--- config.mk ---
export PLATFORM = sky130hd
export DESIGN_NAME = fb_fetch_flat
export DESIGN_NICKNAME = d
export VERILOG_FILES = /design/src/rtl/fb_pkg.sv /design/src/rtl/fb_fetch_if.sv /design/src/rtl/fwft_fifo.sv /design/src/rtl/fb_fetch.sv /design/src/flat_wrapper.sv
export SDC_FILE = /design/constraint.sdc
export NUM_CORES = 2
export LEC_CHECK = 0
export CAP_MARGIN = 20
export CORE_MARGIN = 5
export CORE_UTILIZATION = 35
export DETAILED_ROUTE_END_ITERATION = 10
export PLACE_DENSITY = 0.49
export SYNTH_ARGS = -nofsm -noshare
export SYNTH_HDL_FRONTEND = slang
export SYNTH_SLANG_ARGS = --single-unit
--- constraint.sdc ---
create_clock -name pix_clk -period 6.3 [get_ports pix_clk]
set_input_delay 1.26 -clock pix_clk [delete_from_list [all_inputs] [get_ports pix_clk]]
set_output_delay 1.26 -clock pix_clk [all_outputs]
set_load 0.01 [all_outputs]
--- src/rtl/fb_pkg.sv ---
// Shared definitions for the frame-buffer fetch engine: parameter defaults and FSM states.
package fb_pkg;

    localparam int FIFO_DEPTH_DEF      = 64;
    localparam int WORDS_PER_FRAME_DEF = 196608;

    typedef enum logic [1:0] {
        ST_IDLE  = 2'd0,
        ST_FETCH = 2'd1,
        ST_DONE  = 2'd2
    } fb_state_e;

endpackage

--- src/rtl/fb_fetch_if.sv ---
// Memory read channel plus pixel-word FIFO read side of the frame-buffer fetch engine.
interface fb_fetch_if #(
    parameter int ADDR_W = 32
);
    logic              mem_req_valid;
    logic [ADDR_W-1:0] mem_req_addr;
    logic              mem_req_ready;
    logic              mem_resp_valid;
    logic [31:0]       mem_resp_data;
    logic [31:0]       pixel_word;
    logic              pixel_empty_n;
    logic              pixel_deq;

    modport master (
        output mem_req_valid, mem_req_addr,
        input  mem_req_ready,
        input  mem_resp_valid, mem_resp_data,
        output pixel_word, pixel_empty_n,
        input  pixel_deq
    );

    modport slave (
        input  mem_req_valid, mem_req_addr,
        output mem_req_ready,
        output mem_resp_valid, mem_resp_data,
        input  pixel_word, pixel_empty_n,
        output pixel_deq
    );
endinterface

--- src/rtl/fwft_fifo.sv ---
// First-word-fall-through FIFO with synchronous flush; storage is intentionally not reset.
module fwft_fifo #(
    parameter int  DEPTH = 4,
    parameter int  WIDTH = 32,
    localparam int PTR_W = $clog2(DEPTH),
    localparam int CNT_W = PTR_W + 1
) (
    input  logic             clk,
    input  logic             rst,
    input  logic             flush,
    input  logic             push,
    input  logic [WIDTH-1:0] din,
    input  logic             pop,
    output logic [WIDTH-1:0] dout,
    output logic             empty_n,
    output logic [CNT_W-1:0] count
);
    logic [WIDTH-1:0] mem_r [DEPTH];
    logic [PTR_W-1:0] wr_ptr_r;
    logic [PTR_W-1:0] rd_ptr_r;
    logic [CNT_W-1:0] count_r;
    logic             empty_n_r;
    logic             full_s;
    logic             pop_s;
    logic             push_s;
    logic [CNT_W-1:0] count_nxt_s;

    // Qualified push/pop and next occupancy; a pop frees the slot a push at full needs.
    always_comb begin
        full_s      = (count_r == CNT_W'(DEPTH));
        pop_s       = pop & empty_n_r;
        push_s      = push & (~full_s | pop_s);
        count_nxt_s = count_r;
        if (push_s & ~pop_s) begin
            count_nxt_s = count_r + CNT_W'(1);
        end else if (pop_s & ~push_s) begin
            count_nxt_s = count_r - CNT_W'(1);
        end else begin
            count_nxt_s = count_r;
        end
    end

    // Pointers, occupancy and registered non-empty flag.
    always_ff @(posedge clk) begin
        if (rst || flush) begin
            wr_ptr_r  <= PTR_W'(0);
            rd_ptr_r  <= PTR_W'(0);
            count_r   <= CNT_W'(0);
            empty_n_r <= 1'b0;
        end else begin
            wr_ptr_r  <= push_s ? wr_ptr_r + PTR_W'(1) : wr_ptr_r;
            rd_ptr_r  <= pop_s  ? rd_ptr_r + PTR_W'(1) : rd_ptr_r;
            count_r   <= count_nxt_s;
            empty_n_r <= (count_nxt_s != CNT_W'(0));
        end
    end

    // Storage write port.
    always_ff @(posedge clk) begin
        if (push_s && !flush && !rst) begin
            mem_r[wr_ptr_r] <= din;
        end
    end

    assign dout    = mem_r[rd_ptr_r];
    assign empty_n = empty_n_r;
    assign count   = count_r;

endmodule

--- src/rtl/fb_fetch.sv ---
// Frame-buffer fetch engine: issues credit-limited word reads for one frame into a pixel FIFO.
module fb_fetch
    import fb_pkg::*;
#(
    parameter int FIFO_DEPTH      = FIFO_DEPTH_DEF,
    parameter int WORDS_PER_FRAME = WORDS_PER_FRAME_DEF,
    parameter int ADDR_W          = 32
) (
    input  logic              pix_clk,
    input  logic              rst,
    input  logic              enable,
    input  logic              frame_start,
    input  logic [ADDR_W-1:0] fb_base,
    output logic              busy,
    fb_fetch_if.master        bus
);
    localparam int CNT_W  = $clog2(FIFO_DEPTH) + 1;
    localparam int DROP_W = CNT_W + 2;
    localparam int RC_W   = $clog2(WORDS_PER_FRAME + 1);
    localparam logic [RC_W-1:0] WPF_C   = RC_W'(WORDS_PER_FRAME);
    localparam logic [CNT_W:0]  DEPTH_C = (CNT_W + 1)'(FIFO_DEPTH);

    fb_state_e         state_r;
    logic [ADDR_W-1:0] addr_r;
    logic [RC_W-1:0]   req_cnt_r;
    logic [CNT_W-1:0]  outstanding_r;
    logic [DROP_W-1:0] drop_cnt_r;
    logic [CNT_W-1:0]  fifo_count_s;
    logic [CNT_W-1:0]  out_nxt_s;
    logic [DROP_W-1:0] drop_nxt_s;
    logic [DROP_W-1:0] pend_s;
    logic              fs_s;
    logic              credit_s;
    logic              req_valid_s;
    logic              acc_s;
    logic              resp_s;
    logic              discard_s;
    logic              push_s;

    // Request gating by credit, response steering, and in-flight bookkeeping.
    always_comb begin
        fs_s        = frame_start & enable;
        resp_s      = bus.mem_resp_valid;
        credit_s    = ({1'b0, fifo_count_s} + {1'b0, outstanding_r}) < DEPTH_C;
        req_valid_s = (state_r == ST_FETCH) & (req_cnt_r < WPF_C) & credit_s & ~fs_s;
        acc_s       = req_valid_s & bus.mem_req_ready;
        discard_s   = resp_s & (fs_s | (drop_cnt_r != DROP_W'(0)));
        push_s      = resp_s & ~discard_s;
        pend_s      = drop_cnt_r + DROP_W'(outstanding_r);
        drop_nxt_s  = drop_cnt_r;
        out_nxt_s   = outstanding_r;
        if (fs_s) begin
            // Everything still in flight now belongs to the abandoned frame.
            out_nxt_s  = CNT_W'(0);
            drop_nxt_s = (resp_s && pend_s != DROP_W'(0)) ? pend_s - DROP_W'(1) : pend_s;
        end else begin
            drop_nxt_s = discard_s ? drop_cnt_r - DROP_W'(1) : drop_cnt_r;
            case ({acc_s, push_s})
                2'b10:   out_nxt_s = outstanding_r + CNT_W'(1);
                2'b01:   out_nxt_s = outstanding_r - CNT_W'(1);
                default: out_nxt_s = outstanding_r;
            endcase
        end
    end

    // Fetch FSM with request address and count.
    always_ff @(posedge pix_clk) begin
        if (rst) begin
            state_r   <= ST_IDLE;
            addr_r    <= ADDR_W'(0);
            req_cnt_r <= RC_W'(0);
        end else if (fs_s) begin
            state_r   <= ST_FETCH;
            addr_r    <= fb_base;
            req_cnt_r <= RC_W'(0);
        end else begin
            case (state_r)
                ST_FETCH: begin
                    if (acc_s) begin
                        addr_r    <= addr_r + ADDR_W'(4);
                        req_cnt_r <= req_cnt_r + RC_W'(1);
                        if (req_cnt_r + RC_W'(1) == WPF_C) begin
                            state_r <= ST_DONE;
                        end
                    end
                end
                ST_IDLE:  state_r <= ST_IDLE;
                ST_DONE:  state_r <= ST_DONE;
                default:  state_r <= ST_IDLE;
            endcase
        end
    end

    // Outstanding-read and stale-response counters.
    always_ff @(posedge pix_clk) begin
        if (rst) begin
            outstanding_r <= CNT_W'(0);
            drop_cnt_r    <= DROP_W'(0);
        end else begin
            outstanding_r <= out_nxt_s;
            drop_cnt_r    <= drop_nxt_s;
        end
    end

    fwft_fifo #(
        .DEPTH (FIFO_DEPTH),
        .WIDTH (32)
    ) u_fifo (
        .clk     (pix_clk),
        .rst     (rst),
        .flush   (fs_s),
        .push    (push_s),
        .din     (bus.mem_resp_data),
        .pop     (bus.pixel_deq),
        .dout    (bus.pixel_word),
        .empty_n (bus.pixel_empty_n),
        .count   (fifo_count_s)
    );

    assign bus.mem_req_valid = req_valid_s;
    assign bus.mem_req_addr  = addr_r;
    assign busy              = (state_r == ST_FETCH);

endmodule

--- src/flat_wrapper.sv ---
// flat-port wrapper written by rule: the top's interface ports become plain ports
module fb_fetch_flat import fb_pkg::*;
#(
    parameter int FIFO_DEPTH      = FIFO_DEPTH_DEF,
    parameter int WORDS_PER_FRAME = WORDS_PER_FRAME_DEF,
    parameter int ADDR_W          = 32
)
  (pix_clk, rst, enable, frame_start, fb_base, busy, bus_mem_req_valid, bus_mem_req_addr, bus_mem_req_ready, bus_mem_resp_valid, bus_mem_resp_data, bus_pixel_word, bus_pixel_empty_n, bus_pixel_deq);
  fb_fetch_if #(.ADDR_W(ADDR_W)) bus_i ();
  input  logic pix_clk;
  input  logic rst;
  input  logic enable;
  input  logic frame_start;
  input  logic [ADDR_W-1:0] fb_base;
  output logic busy;
  output wire logic [$bits(bus_i.mem_req_valid)-1:0] bus_mem_req_valid;
  output wire logic [$bits(bus_i.mem_req_addr)-1:0] bus_mem_req_addr;
  input wire logic [$bits(bus_i.mem_req_ready)-1:0] bus_mem_req_ready;
  input wire logic [$bits(bus_i.mem_resp_valid)-1:0] bus_mem_resp_valid;
  input wire logic [$bits(bus_i.mem_resp_data)-1:0] bus_mem_resp_data;
  output wire logic [$bits(bus_i.pixel_word)-1:0] bus_pixel_word;
  output wire logic [$bits(bus_i.pixel_empty_n)-1:0] bus_pixel_empty_n;
  input wire logic [$bits(bus_i.pixel_deq)-1:0] bus_pixel_deq;
  assign bus_mem_req_valid = bus_i.mem_req_valid;
  assign bus_mem_req_addr = bus_i.mem_req_addr;
  assign bus_i.mem_req_ready = bus_mem_req_ready;
  assign bus_i.mem_resp_valid = bus_mem_resp_valid;
  assign bus_i.mem_resp_data = bus_mem_resp_data;
  assign bus_pixel_word = bus_i.pixel_word;
  assign bus_pixel_empty_n = bus_i.pixel_empty_n;
  assign bus_i.pixel_deq = bus_pixel_deq;
  fb_fetch #(.FIFO_DEPTH(FIFO_DEPTH), .WORDS_PER_FRAME(WORDS_PER_FRAME), .ADDR_W(ADDR_W)) u_core (.pix_clk(pix_clk), .rst(rst), .enable(enable), .frame_start(frame_start), .fb_base(fb_base), .busy(busy), .bus(bus_i));
endmodule
==> impl_results.rst <==
.. list-table::
   :header-rows: 1

   * - Metric
     - Value
   * - Run status
     - finished, final reports clean
   * - Worst reg2reg startpoint
     - u_core.drop_cnt_r[2]
   * - Maxcap violations
     - 0
   * - First-pass DRT Iterations
     - 6
   * - Max incr delay on CP
     - 0.70 ns
   * - Commonest cells post-synth
     - edfxtp_1 (2048), mux4_2 (663), nor2_1 (150)
   * - Post-route antenna net violation count
     - 0
   * - Area Overhead vs Synth
     - 16.3%
   * - Switching component of the power
     - 6.63 mW
   * - Sink count of the clock tree
     - 2142
   * - Switching share of power
     - 0.219
   * - Origin of the worst min-delay path
     - u_core.bus.mem_req_addr[1]
   * - Cell area after synthesis
     - 83300 sq um
   * - Post-layout nets
     - 4114
   * - CTS tree
     - yes
   * - Count of buffer and inverter cells on the critical path
     - 3
   * - Critical path start-end classification
     - reg -> out
   * - Via count of the routed design
     - 39000
   * - Unrepaired setup endpoints after global routing
     - false
   * - # resized after CTS
     - 0
   * - Buffer cell driving the clock tree root
     - clkbuf_16
   * - Cells on Worst Hold Path
     - 2
   * - DRC viols
     - 0
   * - Post-Synthesis Net Count
     - 3771
   * - Hold worst-path end
     - u_core.bus.mem_req_addr[1]
   * - Drt first-iter violations
     - 3730
   * - Number of standard cells in the layout, taps in and fillers out
     - 7364
   * - Core ar.
     - 237000 sq um
   * - Part of the power in the clock network
     - 0.410
   * - Total number of H-tree levels
     - 4
   * - Setup repair bufs after CTS
     - 0
   * - Global-route total usage across every layer
     - 0.175
   * - Slowest cell on crit path
     - dfxtp_4
   * - Clock transition time at the flip-flop clock pins of the worst setup and hold paths
     - 0.06 ns
   * - Clk buf depth
     - 3
   * - Global-route wire length before repair
     - 311000 um
   * - Number of global-route vias before repair
     - 40200
   * - Peak ir drop on the vdd network
     - 0.306 mV
   * - Number of cells produced by synthesis
     - 3669
   * - Final TNS setup
     - 0 ns
   * - Placer Congestion
     - 0.744
   * - Combinational power share
     - 0.070
   * - Grt total ovfl
     - 0
   * - Top FF cell, synth
     - edfxtp_1
   * - Startpoint kind of the worst setup timing path
     - flip-flop
   * - Tightest Hold Check Type
     - reg -> reg
   * - Count of input and output buffers
     - 137
   * - Least-Margin Pin Slew
     - 1.09 ns
   * - Routed via count divided by cell count
     - 5.30
   * - Sequential element share of the synthesized area
     - 0.761
   * - Post-Synthesis Mean Instance Area
     - 22.7 sq um
   * - CP delay by family, top
     - buffers and inverters
   * - Critical path endpoint category
     - output port
   * - Fin crit share
     - 0.933
   * - Total number of yosys warnings
     - 0
   * - Fraction of layout instances using a drive strength above 1
     - 0.303
   * - Proportion of register bits with asynchronous set or reset after synthesis
     - 0
   * - Post-detail-place hpwl
     - 122000 um
   * - Maximum clock frequency
     - 170 MHz
   * - Power density of the placed cells
     - 312 nW/um^2
   * - Antenna violations before repair
     - 27
   * - Die boundary width
     - 498 um
   * - Flop pwr share
     - 0.520
   * - Number of hold-slack violations in the final timing report
     - 0
   * - Number of enable flip-flop cells after synthesis
     - 2048
   * - Count of final setup violators
     - 0
   * - Portion of synthesized cell area occupied by the leading cell type
     - 0.738
   * - Largest clock skew in the final design
     - 0.0248 ns
   * - Cell Count Post-Placement
     - 6944
   * - Worst-skew pair later-pin latency
     - 0.86 ns
   * - Final count of pins violating max slew
     - 0
   * - R2R setup slack
     - 2.05 ns
   * - I/O Pins
     - 138
   * - Die area
     - 248000 sq um
   * - # hold bufs at CTS
     - 0
   * - Shortest clock period the worst path allows after layout
     - 5.88 ns
   * - Top cells by area, synth
     - edfxtp_1 (74%), mux4_2 (18%), dfxtp_1 (2.3%)
   * - Cell count of the worst reg-to-reg path
     - 8
   * - TritonCTS buffer count
     - 217
   * - Worst reg2reg path endpoint
     - u_core.u_fifo.mem_r[9][31]
   * - Synthesis-stage register bit count
     - 2142
   * - Leakage
     - 28.8 nW
   * - Sequence of cells on the critical path
     - buf_4 > buf_4 > mux4_2 > mux4_2 > mux2_2 > nand2_1 > o21ai_0 > clkdlybuf4s50_1
   * - Routed wire length per instance
     - 29.7 um
   * - # rows
     - 179
   * - Starting Density
     - 0.351
   * - Largest driver fanout on the critical path
     - 21
   * - Most common cell in the netlist
     - edfxtp_1
   * - Critical path arrival
     - 4.62 ns
   * - Pin count of the biggest net entering global routing
     - 92
   * - Relative slew margins
     - 0.275
   * - Total length of routed wires
     - 219000 um
   * - Die boundary height
     - 498 um
   * - Cell-internal power
     - 23.6 mW
   * - Synth cell types
     - 72
   * - Post-synthesis cell type with the largest combined area
     - edfxtp_1
   * - Required time at the endpoint of the critical path
     - 5.04 ns
worst min-delay path: cells and delay by family, from the launching register on:
kind | cells | cell delay [ns]
compound gates | 1 | 0.05
simple gates | 1 | 0.05
flops | 1 | 0.32
cells in the final DEF (no fill, tap or decap), types with 23 or more instances in the layout:
| cell type | synthesis | final |
|---|---|---|
| buf_12 | 0 | 47 |
| edfxtp_1 | 2048 | 2048 |
| xor2_1 | 43 | 43 |
| a21oi_1 | 30 | 30 |
| o21ai_0 | 36 | 36 |
| nor2_4 | 1 | 62 |
| buf_4 | 0 | 131 |
| clkbuf_16 | 0 | 219 |
| nor2_1 | 150 | 89 |
| clkinv_1 | 0 | 49 |
| clkinv_2 | 0 | 43 |
| dfxtp_1 | 94 | 88 |
| ha_1 | 29 | 29 |
| nand4_1 | 24 | 24 |
| clkdlybuf4s50_1 | 0 | 104 |
| xnor2_1 | 34 | 34 |
| mux4_2 | 663 | 663 |
| clkbuf_1 | 125 | 57 |
| nand3_1 | 29 | 29 |
| nand2_1 | 77 | 76 |
| buf_2 | 45 | 33 |
| a211oi_1 | 23 | 23 |
registers in the layout, indices dropped and copies added, names as in the netlist, named ones only:
| name | cells |
|---|---|
| u_core.outstanding_r | 7 |
| u_core.req_cnt_r | 18 |
| u_core.bus.mem_req_addr | 32 |
| u_core.state_r | 2 |
| u_core.u_fifo.count | 7 |
| u_core.u_fifo.wr_ptr_r | 6 |
| u_core.u_fifo.empty_n | 1 |
| u_core.u_fifo.mem_r | 2048 |
| u_core.u_fifo.rd_ptr_r | 6 |
| u_core.drop_cnt_r | 9 |
layer usage:
layer	wire length, um	part of all wire	up-vias	GRT usage
met3	12600	0.058	299	0.0340
met4	5200	0.024	10	0.0456
met1	95100	0.44	21300	0.246
li1	-	-	16300	-
met2	106000	0.48	1066	0.281
met5	66	0.00030	-	0
worst max-delay path by stage:
stage	to	slack (ns)	depth (start not counted)
floorplan	u_core.u_fifo.mem_r[46][0]	0.85	7
global placement	u_core.u_fifo.mem_r[41][31]	1.13	8
detailed placement	u_core.u_fifo.mem_r[41][31]	1.08	8
CTS	bus_pixel_word[3]	0.24	8
global route	bus_pixel_word[30]	0.14	6
finish	bus_pixel_word[3]	0.42	8
power groups by stage:
stage          clock [mW]  sequential (mW)  combinational (mW)
4_1_cts              12.7             15.7                2.15
2_1_floorplan           0             16.0                1.32
3_3_place_gp            0             16.0                2.12
6_report             12.4             15.7                2.12
3_5_place_dp            0             16.0                2.14
5_1_grt              13.3             15.7                2.30
per-stage QoR:
| step | total power, mW | worst slack [ns] | hold WS [ns] | area, sq um | util |
|---|---|---|---|---|---|
| floorplan | 17.3 | 0.850 | 0.454 | 83300 | - |
| global placement | 18.2 | 1.13 | 0.463 | 89800 | 0.378 |
| detailed placement | 18.2 | 1.08 | 0.457 | 89800 | 0.378 |
| CTS | 30.6 | 0.237 | 0.469 | 96600 | 0.407 |
| global route | 31.3 | 0.138 | 0.487 | 96900 | 0.408 |
| finish | 30.2 | 0.420 | 0.469 | 96900 | 0.408 |
kinds of logic (layout without fill, tap and decap cells):
group | after synthesis | count (layout) | synth area share
xor gates and xnor gates | 77 | 77 | 0.00810
adders and majority gates | 31 | 31 | 0.00484
muxes | 686 | 686 | 0.182
AOI/OAI and AO/OA | 145 | 145 | 0.0118
and+or+nand+nor | 374 | 374 | 0.0218
DFF | 2142 | 2142 | 0.761
buffers and inverters | 214 | 738 | 0.0103
other | 0 | 4 | 0
layout make-up:
class | instances | area (sq um)
Timing Repair Buffer | 315 | 3130
Clock inverter | 121 | 1040
Tap cell | 3167 | 3960
Multi-Input combinational cell | 1313 | 19500
Fill cell | 20800 | 141000
Clock buffer | 279 | 5740
Sequential cell | 2142 | 63400
Inverter | 23 | 86.3
Antenna cell | 4 | 10.0
(Power assumes the default switching activity.)
